==> config.mk <==
export PLATFORM = sky130hd
export DESIGN_NAME = hazard_control_unit
export DESIGN_NICKNAME = d
export VERILOG_FILES = /design/src/rtl/hazard_control_unit.sv
export SDC_FILE = /design/constraint.sdc
export NUM_CORES = 1
export LEC_CHECK = 0
export BUFFER_PORTS_ARGS = -buffer_cell sky130_fd_sc_hd__clkbuf_2
export CORE_ASPECT_RATIO = 1.2
export CORE_MARGIN = 4
export CORE_UTILIZATION = 47
export DETAILED_ROUTE_END_ITERATION = 12
export MAX_ROUTING_LAYER = met4
export PLACE_DENSITY = 0.77
export SLEW_MARGIN = 10
export SYNTH_ARGS = -nofsm -noshare
export SYNTH_HDL_FRONTEND = slang
export SYNTH_SLANG_ARGS = --single-unit
==> constraint.sdc <==
create_clock -name clock -period 1.66 [get_ports clock]
set_input_delay 0.083 -clock clock [delete_from_list [all_inputs] [get_ports clock]]
set_output_delay 0.083 -clock clock [all_outputs]
set_load 0.03 [all_outputs]
==> src/rtl/hazard_control_unit.sv <==
// Hazard control for a 5-stage pipeline.
// Detects load-use hazards, squashes the ID instruction on taken branches, and
// freezes the whole pipeline while data memory is busy. A branch that resolves
// during a freeze is remembered and replayed as a single flush on release.
// Saturating counters record stall, flush and hold cycles.
module hazard_control_unit #(
    parameter int COUNT_W = 16
) (
    input  logic               clock,
    input  logic               reset_n,
    input  logic [4:0]         ID_rs1,
    input  logic [4:0]         ID_rs2,
    input  logic               ID_uses_rs1,
    input  logic               ID_uses_rs2,
    input  logic [4:0]         EX_rd,
    input  logic               EX_MemRead,
    input  logic               EX_RegWrite,
    input  logic               EX_branch_taken,
    input  logic               mem_busy,
    output logic               PC_write,
    output logic               IFID_write,
    output logic               IFID_flush,
    output logic               IDEX_write,
    output logic               IDEX_bubble,
    output logic [1:0]         state,
    output logic [COUNT_W-1:0] stall_count,
    output logic [COUNT_W-1:0] flush_count,
    output logic [COUNT_W-1:0] hold_count
);

    typedef enum logic [1:0] {
        ST_RUN        = 2'b00,
        ST_HOLD       = 2'b01,
        ST_FLUSH_PEND = 2'b10
    } state_t;

    state_t             state_q, state_d;
    logic [COUNT_W-1:0] stall_count_q, stall_count_d;
    logic [COUNT_W-1:0] flush_count_q, flush_count_d;
    logic [COUNT_W-1:0] hold_count_q, hold_count_d;

    logic lu_s;
    logic stall_evt_s;
    logic flush_evt_s;
    logic hold_evt_s;

    // EX_RegWrite is part of the pipeline interface but a load always writes,
    // so EX_MemRead alone qualifies the load-use check.
    logic unused_s;
    assign unused_s = EX_RegWrite;

    // Saturating increment: holds at all-ones instead of wrapping.
    function automatic logic [COUNT_W-1:0] sat_inc(
        input logic [COUNT_W-1:0] value,
        input logic               enable
    );
        logic [COUNT_W-1:0] result;
        if (enable && (value != {COUNT_W{1'b1}})) begin
            result = value + {{(COUNT_W-1){1'b0}}, 1'b1};
        end else begin
            result = value;
        end
        return result;
    endfunction

    // Load-use hazard: the loaded register is read by the instruction in ID.
    always_comb begin
        lu_s = EX_MemRead && (EX_rd != 5'd0) &&
               ((ID_uses_rs1 && (ID_rs1 == EX_rd)) ||
                (ID_uses_rs2 && (ID_rs2 == EX_rd)));
    end

    // Next state, pipeline control outputs and counter events.
    always_comb begin
        state_d     = state_q;
        PC_write    = 1'b1;
        IFID_write  = 1'b1;
        IFID_flush  = 1'b0;
        IDEX_write  = 1'b1;
        IDEX_bubble = 1'b0;
        stall_evt_s = 1'b0;
        flush_evt_s = 1'b0;
        hold_evt_s  = 1'b0;

        if (!reset_n) begin
            // Fill the pipeline with NOPs while the PC is held.
            state_d     = ST_RUN;
            PC_write    = 1'b0;
            IFID_write  = 1'b1;
            IFID_flush  = 1'b1;
            IDEX_write  = 1'b1;
            IDEX_bubble = 1'b1;
        end else if (mem_busy) begin
            // Freeze everything; a branch seen now is deferred, not acted on.
            PC_write    = 1'b0;
            IFID_write  = 1'b0;
            IDEX_write  = 1'b0;
            hold_evt_s  = 1'b1;
            case (state_q)
                ST_RUN:        state_d = EX_branch_taken ? ST_FLUSH_PEND : ST_HOLD;
                ST_HOLD:       state_d = EX_branch_taken ? ST_FLUSH_PEND : ST_HOLD;
                ST_FLUSH_PEND: state_d = ST_FLUSH_PEND;
                default:       state_d = ST_RUN;
            endcase
        end else begin
            // Memory ready: every state behaves as RUN, with a pending flush
            // taking effect exactly once on this release cycle.
            state_d = ST_RUN;
            if ((state_q == ST_FLUSH_PEND) || EX_branch_taken) begin
                IFID_flush  = 1'b1;
                IDEX_bubble = 1'b1;
                flush_evt_s = 1'b1;
            end else if (lu_s) begin
                PC_write    = 1'b0;
                IFID_write  = 1'b0;
                IDEX_bubble = 1'b1;
                stall_evt_s = 1'b1;
            end else begin
                stall_evt_s = 1'b0;
            end
        end
    end

    // Counter next values; reset clears them regardless of events.
    always_comb begin
        if (!reset_n) begin
            stall_count_d = {COUNT_W{1'b0}};
            flush_count_d = {COUNT_W{1'b0}};
            hold_count_d  = {COUNT_W{1'b0}};
        end else begin
            stall_count_d = sat_inc(stall_count_q, stall_evt_s);
            flush_count_d = sat_inc(flush_count_q, flush_evt_s);
            hold_count_d  = sat_inc(hold_count_q, hold_evt_s);
        end
    end

    // State and counter registers with synchronous active-low reset.
    always_ff @(posedge clock) begin
        if (!reset_n) begin
            state_q       <= ST_RUN;
            stall_count_q <= {COUNT_W{1'b0}};
            flush_count_q <= {COUNT_W{1'b0}};
            hold_count_q  <= {COUNT_W{1'b0}};
        end else begin
            state_q       <= state_d;
            stall_count_q <= stall_count_d;
            flush_count_q <= flush_count_d;
            hold_count_q  <= hold_count_d;
        end
    end

    assign state       = state_q;
    assign stall_count = stall_count_q;
    assign flush_count = flush_count_q;
    assign hold_count  = hold_count_q;

endmodule
==> out/qor.yml <==
yosys:
  yosys.cell_types.count: 40
  avgSynthCellArea_um2: 8.21
  yosysWarnings: 0
  synth_seq_area_share_pct: 37.5
  async_flop_share_pct: 0
  synthesis.nets: 351
  synth_edf_count: 0
  ys_top_cells_by_area: "dfxtp_1 (38%), nand4_1 (5.4%), xor2_1 (4.9%)"
  synthesis.area_um2: 2670
  synth.top_cell.area_share_pct: 37.5
  synth_cells: 325
  synthTopCellsByCount: "dfxtp_1 (50), nor2_1 (28), nand2_1 (27)"
  synth.most_common_cell: "dfxtp_1"
  yosysTopAreaCell: "dfxtp_1"
  ys_seq_elements: 50
  synth_ff_type: "dfxtp_1"
placed_design:
  place_worst_setup_slack_ns: -0.127
  io_buffers: 76
  dpl.hpwl_um: 5660
  placed_cell_area_um2: 3590
  gp_congestion: 0.953
  dpl.cell_count: 502
layout:
  diodes: 0
  design_area_um2: 3940
  register_area_um2: 1070
  fillers: 400
  syn_to_final_growth_pct: 47.6
  drive_gt1_share_pct: 48.1
  multi_input_area_um2: 1870
  post-route-util_pct: 72.9
  stdcell_count: 517
  num-nets-final: 480
drt:
  drtIter0Drc: 175
  routed_wl_um: 7830
  num_vias: 3028
  drc: 0
  viasPerCell: 5.86
  drtAntennaViolNets: 0
  wire_per_inst_um: 15.1
  dr.pass1.iters: 4
sta:
  fin_skew_ns: 0.0120
  worst_pin_slew_ns: 0.583
  relSlewSlack_pct: 61.0
  min_period_ns: 1.79
  fin_crit_sh_pct: 108
  finalSetupViolations: 15
  rsz0062_at_grt: "true"
  setup_slack_ns: -0.130
  drv_slew: 0
  final-hold-violation-count: 0
  clock.fmax_mhz: 559
worst_setup_path:
  crit_required_ns: 1.86
  critPathMaxFanout: 6
  timing.rr.end: "stall_count[6]"
  critical_path_class: "reg -> reg"
  r2r-start: "stall_count[2]"
  endpoint_kind: "flip-flop"
  startpoint_type: "flip-flop"
  rr_worst_depth: 6
  r2r_setup_slack_ns: -0.13
  critical_path_arrival_ns: 1.99
global_routing:
  grt_pass1_wl_um: 12500
  first_global_vias: 2832
  grt_max_degree: 25
  antenna_found_initial: 0
  grt_use_total_pct: 21.9
  grt_overflow_total: 0
clock_tree:
  cts_buffers: 5
  htreeDepth: 2
  cts_tree: "yes"
  clk_pin_slew_ns: 0.10
  ctsHoldBuffers: 0
  cts-root-buf: "clkbuf_8"
  clock_sinks: 50
  clock_tree.buffer_depth: 2
  clkLatencyLatePin_ns: 0.30
floorplanning:
  pin_count: 78
  start_util_pct: 49.4
  die_y_um: 90.5
  die_x_um: 76.8
  core-area_um2: 5410
  die-area_um2: 6950
  rows: 29
flow_run:
  maxCapViolCount: 0
power_and_ir_drop:
  peakVddDrop_mv: 0.477
  p_leak_nw: 1.61
  powerDensity_nw_per_um2: 552
worst_hold_path:
  min-delay-start: "EX_branch_taken"
  min_to: "state[0]"
  hp-class: "in -> reg"
  hold_depth: 2
status:
  violations: "setup timing"
  status: "complete, but fails checks"
-- cell families (layout without fill, tap and decap cells) --
group / count (synthesis) / count (layout) / share of synthesized area [%]
muxes: 10 / 10 / 3.75
DFF: 50 / 50 / 37.5
and+or+nand+nor: 167 / 168 / 34.4
buffers and inverters: 16 / 145 / 2.30
AOI/OAI and AO/OA: 52 / 52 / 11.8
adders and majority gates: 3 / 3 / 1.41
xor gates and xnor gates: 27 / 27 / 8.86
-- how the worst max path moves through the flow --
stage | startpoint | endpoint | slack [ns] | cells past startpoint
after floorplan | state[1] | stall_count[12] | -0.01 | 5
after global placement | EX_rd[3] | stall_count[15] | -0.12 | 7
after detailed placement | EX_rd[3] | stall_count[7] | -0.13 | 7
after CTS | stall_count[5] | stall_count[11] | -0.08 | 6
after global routing | stall_count[2] | stall_count[6] | -0.20 | 6
final | stall_count[2] | stall_count[6] | -0.13 | 6
-- layout by cell type (no fill, tap or decap), types with 4 or more instances in the layout --
| cell type | instances |
|---|---|
| dfxtp_1 | 16 |
| dfxtp_4 | 9 |
| and2_1 | 4 |
| xnor2_1 | 12 |
| a21oi_1 | 16 |
| nand4_1 | 23 |
| nor4_4 | 4 |
| o31ai_1 | 8 |
| and3_1 | 9 |
| a21oi_2 | 7 |
| nor3_2 | 4 |
| nand2b_1 | 5 |
| o21ai_1 | 4 |
| nand2_1 | 26 |
| inv_1 | 5 |
| buf_4 | 54 |
| clkbuf_8 | 5 |
| dfxtp_2 | 25 |
| nor2_1 | 25 |
| nand3_2 | 4 |
| nand3_1 | 17 |
| nor3_1 | 6 |
| clkbuf_2 | 73 |
| xor2_1 | 15 |
| mux2i_1 | 10 |
| or4_1 | 8 |
| nor4_2 | 4 |
-- flip-flops by register name, indices dropped and copies added (netlist names) --
signal       flops
flush_count     16
hold_count      16
stall_count     16
state            2
-- final cells by class --
class                   count  share of cell area [%]
clock inverters             2                   0.222
well taps                  62                    1.97
flip-flops and latches     50                    27.1
repair buffers            131                    20.8
inverters                   6                   0.572
multi-input cells         260                    47.6
clock buffers               6                    1.84
-- through the flow --
step	power (W)	TNS, ns	hold slack (ns)
after floorplan	0.00138	-0.00998	0.155
after global placement	0.00149	-1.02	0.396
after detailed placement	0.00149	-1.29	0.408
after CTS	0.00218	-0.908	0.143
after global routing	0.00227	-2.35	0.163
final	0.00218	-0.997	0.160
-- report_power, final --
group / leakage [nW] / switching, W / internal (W)
Combinational: 1.14 / 0.000169 / 0.000112
Sequential: 0.423 / 0.0000118 / 0.00119
Clock: 0.0426 / 0.000398 / 0.000291
Total: 1.61 / 0.000579 / 0.00160
-- routing by layer --
layer	up-vias	GRT usage, %	part of all wire, %
li1	1472	-	-
met1	1423	25.3	41
met2	119	37.9	51
met3	14	3.89	6.7
met4	0	7.55	1.6
met5	-	-	0
-- worst max-delay path, stage by stage, from the launching register on --
cell and delay, ns:
dfxtp_4 0.35, nand4_1 0.22, buf_4 0.22, or4_4 0.48, nand4_1 0.20, or3_4 0.17
a21oi_2 0.05
-- repair_timing --
action                                  CTS  global route
pin swaps                                 6            23
cloned                                    0             1
resized for setup                         8            51
endpoints found under the setup margin   19            39
buffers inserted                          2             4
Note: power is estimated with default switching activity, not from simulation.
